## config.mk

```make
export PLATFORM = sky130hd
export DESIGN_NAME = packed_lane_sequencer
export DESIGN_NICKNAME = d
export VERILOG_FILES = /design/src/rtl/packed_lane_sequencer.sv
export SDC_FILE = /design/constraint.sdc
export NUM_CORES = 1
export LEC_CHECK = 0
export CORE_ASPECT_RATIO = 1.2
export CORE_MARGIN = 8
export CORE_UTILIZATION = 36
export CTS_CLUSTER_DIAMETER = 60
export DETAILED_ROUTE_END_ITERATION = 10
export GPL_ROUTABILITY_DRIVEN = 0
export SYNTH_ARGS = -nofsm -noshare
export SYNTH_HDL_FRONTEND = slang
export SYNTH_SLANG_ARGS = --single-unit
```

## constraint.sdc

```tcl
create_clock -name clk -period 3.8 [get_ports clk]
set_clock_uncertainty 0.05 [all_clocks]
set_input_delay 0.76 -clock clk [delete_from_list [all_inputs] [get_ports clk]]
set_output_delay 0.76 -clock clk [all_outputs]
set_load 0.05 [all_outputs]
```

## src/rtl/packed_lane_sequencer.sv

```systemverilog
// Serialises a packed word of LANES elements onto a W-bit element stream,
// emitting only the lanes selected by a per-word mask, lowest lane first.
module packed_lane_sequencer #(
    parameter int LANES = 4,
    parameter int W     = 8,
    localparam int IDX_W = $clog2(LANES)
) (
    input  logic                 clk,
    input  logic                 rst,
    input  logic                 in_valid,
    output logic                 in_ready,
    input  logic [LANES*W-1:0]   in_data,
    input  logic [LANES-1:0]     in_mask,
    output logic                 out_valid,
    input  logic                 out_ready,
    output logic [W-1:0]         out_data,
    output logic [IDX_W-1:0]     out_lane,
    output logic                 out_last,
    output logic                 busy,
    output logic [7:0]           drop_count
);

    // Handshake: a transfer happens on a rising edge where valid && ready.
    // A producer holding valid must keep its payload stable until ready;
    // here out_* is a pure function of held state, so it cannot move while
    // out_ready is low. in_ready depends only on state, never on in_valid.

    typedef enum logic {
        IDLE = 1'b0,
        SEND = 1'b1
    } state_t;

    localparam logic [LANES-1:0] MASK_ONE = {{(LANES-1){1'b0}}, 1'b1};

    state_t                state;
    state_t                state_next;
    logic [LANES*W-1:0]    held_data;
    logic [LANES-1:0]      held_mask;
    logic [IDX_W-1:0]      lane_sel;
    logic                  single_left;
    logic                  accept;
    logic                  advance;

    // Lowest set bit of the remaining mask; the loop runs high-to-low so the
    // last assignment wins with the smallest index.
    always_comb begin
        lane_sel = '0;
        for (int i = LANES - 1; i >= 0; i--) begin
            if (held_mask[i]) begin
                lane_sel = IDX_W'(i);
            end
        end
    end

    assign single_left = (held_mask != '0) &&
                         ((held_mask & (held_mask - MASK_ONE)) == '0);

    always_comb begin
        state_next = state;
        in_ready   = 1'b0;
        out_valid  = 1'b0;
        busy       = 1'b0;
        out_data   = '0;
        out_lane   = '0;
        out_last   = 1'b0;
        accept     = 1'b0;
        advance    = 1'b0;
        case (state)
            IDLE: begin
                in_ready = 1'b1;
                accept   = in_valid;
                if (in_valid && (in_mask != '0)) begin
                    state_next = SEND;
                end
            end
            SEND: begin
                out_valid = 1'b1;
                busy      = 1'b1;
                out_lane  = lane_sel;
                out_data  = held_data[int'(lane_sel) * W +: W];
                out_last  = single_left;
                advance   = out_ready;
                if (out_ready && single_left) begin
                    state_next = IDLE;
                end
            end
            default: state_next = IDLE;
        endcase
    end

    always_ff @(posedge clk or posedge rst) begin
        if (rst) begin
            state <= IDLE;
        end else begin
            state <= state_next;
        end
    end

    // The word is captured only in IDLE; during SEND only mask bits retire.
    always_ff @(posedge clk or posedge rst) begin
        if (rst) begin
            held_data <= '0;
            held_mask <= '0;
        end else if (accept) begin
            held_data <= in_data;
            held_mask <= in_mask;
        end else if (advance) begin
            held_mask <= held_mask & (held_mask - MASK_ONE);
        end
    end

    always_ff @(posedge clk or posedge rst) begin
        if (rst) begin
            drop_count <= '0;
        end else if (accept && (in_mask == '0) && (drop_count != 8'hFF)) begin
            drop_count <= drop_count + 8'd1;
        end
    end

endmodule
```

==> flow_summary_export.csv <==
group,metric,value,unit
critical_path,endpoint_kind,"output pin",
final_layout,antenna_cells,0,
clocking,cts_num_sinks,45,
floorplan,coreArea,5970,um^2
critical_path,cp_top_family,"buffers and inverters",
timing,setup_viol,0,
critical_path,slowest_stage,"clkdlybuf4s50_1",
clocking,cts_made_buffers,5,
clocking,cts_tree,"yes",
synthesis,yosysMostFrequentCell,"dfrtp_1",
floorplan,rows,31,
global_route,grt_pass1_vias,1621,
clocking,cts_htree_levels,2,
clocking,clk_pin_slew,0.09,ns
timing,slew_headroom,37.4,%
synthesis,synth_fp_nets,208,
power,pwr_density_cell,930,nW/um^2
drt,drc,0,
power,p_leak,1.23,nW
critical_path,path_class,"reg2out",
clocking,clk_latency,0.29,ns
clocking,ctsResizeCount,0,
timing,layout_min_cycle_time,3.56,ns
drt,routedWlPerCell,15.3,um
synthesis,yosys-top-cells-count,"45 x dfrtp_1, 35 x mux2_2, 9 x and2_1, 9 x nand2_1, 8 x nor2_1",
drt,first_pass_iters,4,
floorplan,start_util,36.7,%
timing,hold_ws,0.453,ns
timing,max_freq,0.281,GHz
synthesis,async_flop_share,100,%
worst_hold_path,holdPathStages,1,
floorplan,die-area,8840,um^2
global_route,grt_start_max_net_pins,46,
synthesis,synth_top_area_cell,"dfrtp_1",
drt,drt_iter0_markers,42,
critical_path,cp-start-kind,"flop",
placement,hpwl,3.52,mm
timing,fin_tns_setup,0,ns
synthesis,yosysWarningCount,0,
run,maxCapViolations,0,
critical_path,critPathRequiredTime,2.99,ns
timing,post-route-period-util,93.7,%
floorplan,die_h,101,um
critical_path,cp_num_buf_inv,1,
placement,io_buffers,61,
synthesis,synth_top_cell_area_share,51.4,%
floorplan,top_level_ports,62,
worst_hold_path,hold_class,"reg2reg",
clocking,cts_root_buffer,"clkbuf_8",
critical_path,crit_fanout,7,
outcome,run_status,"completed",
drt,num_vias,1507,
global_route,grt_overflow,0,
final_layout,nets,269,
floorplan,chipWidth,87.2,um
final_layout,fin_util,50.4,%
timing,hold_violations,0,
critical_path,r2r_cells,3,
timing,rsz0062_at_grt,"false",
critical_path,max_stage_delay,0.71,ns
drt,viasPerCell,4.85,
final_layout,instances_no_fill,311,
final_layout,drive_gt1_share,24.5,%
critical_path,crit_cells,4,
global_route,grt_first_pass_wirelength,7.90,mm
synthesis,yosysUniqueCellTypes,34,
critical_path,arrival,2.75,ns
critical_path,cp_cell_sequence,"nor3_4 -> mux4_1 -> and2_1 -> clkdlybuf4s50_1",
synthesis,syn_avg_cell_area,13.1,um^2
synthesis,syn_inst,167,
clocking,clk_path_buf_depth,2,
synthesis,synth_edf_count,0,
power,totalPowerFinal,0.00280,W
synthesis,synth_flop_cell,"dfrtp_1",
placement,dpl.cell_count,303,
power,worst_ir_drop_vdd,0.000444,V
timing,tightestPinTransition,0.938,ns
synthesis,synth_area,2190,um^2
global_route,grt_usage,11.5,%
final_layout,fillers,563,
clocking,cts-hold-fix-buffers,0,
final_layout,area_growth,37.5,%
synthesis,netlist_top_cells_area,"dfrtp_1 51%, mux2_2 18%, mux4_2 5.1%",
drt,routed_wl,4.75,mm
synthesis,synth_seq_cells,45,
synthesis,seq_area_frac_synth,51.4,%
drt,ant_nets,0,
global_route,antenna_found_initial,0,
clocking,post-cts-setup-buffer-count,0,
timing,drv_slew,0,
[registers in the layout (all words and copies together) (netlist names)]
signal,cells
held_data,32
drop_count,8
held_mask,4
state,1
[logic make-up after synthesis]
family | Yosys count | synth area share, %
AOI/OAI and AO/OA | 15 | 4.63
xor gates and xnor gates | 5 | 2.00
adders and majority gates | 1 | 0.571
buffers and inverters | 14 | 2.91
DFF | 45 | 51.4
muxes | 45 | 27.7
and+or+nand+nor | 42 | 10.8
[per-stage QoR]
stage          worst slack [ns]  area [um^2]
3_3_place_gp              0.553         2880
3_5_place_dp              0.525         2880
4_1_cts                   0.187         3010
2_1_floorplan              1.00         2190
5_1_grt                   0.105         3010
6_report                  0.238         3010
[layout by cell type (no fill, tap or decap), drive strengths merged, types with 2 or more instances in the layout]
cell	instances
clkdlybuf4s50	61
dfrtp	45
mux2	35
and2	9
nand2	9
nor2	9
o21ai	8
mux4	8
inv	6
clkbuf	5
nand3	4
xor2	3
nand4	2
xnor2	2
o22ai	2
and3	2
mux2i	2
bufinv	2
nor2b	2
[final cells by class]
| cell class | count | area, um^2 | area share (%) |
|---|---|---|---|
| Clock buffer | 5 | 68.8 | 2.29 |
| Clock inverter | 3 | 65.1 | 2.16 |
| Inverter | 6 | 22.5 | 0.748 |
| Multi-Input combinational cell | 108 | 1010 | 33.5 |
| Sequential cell | 45 | 1130 | 37.4 |
| Tap cell | 82 | 103 | 3.41 |
| Timing Repair Buffer | 62 | 618 | 20.5 |
[metal layers]
layer  vias to the layer above  GRT usage [%]  wire (um)
met5                         -              0          0
met4                         0           3.58         36
met3                         4           4.95        353
met2                        33           19.2       2390
met1                       748           12.9       1980
li1                        722              -          -
[path summary, 6_finish.rpt]
kind | endpoint | slack [ns] | from
worst max-delay path | out_data[3] | 0.24 | held_mask[1]
worst min-delay path | held_data[26] | 0.45 | held_data[26]
worst max register to register | held_data[19] | 1.75 | state
worst min register to register | held_data[26] | 0.45 | held_data[26]
max in group asynchronous | held_data[25] | 2.17 | rst
min in group asynchronous | held_data[30] | 0.95 | rst
[worst register-to-register path: stages (launching register included)]
cell and delay (ns):
dfrtp_1 0.60, nor2b_4 0.51, buf_4 0.39, mux2_2 0.38
[power breakdown]
part           leakage [nW]  total [W]  internal, W  switching (W)
clock network        0.0681   0.000422     0.000261       0.000161
logic                 0.619    0.00153     0.000703       0.000822
registers             0.544   0.000853     0.000688       0.000165
No activity file was read; power rests on OpenSTA's default activity.
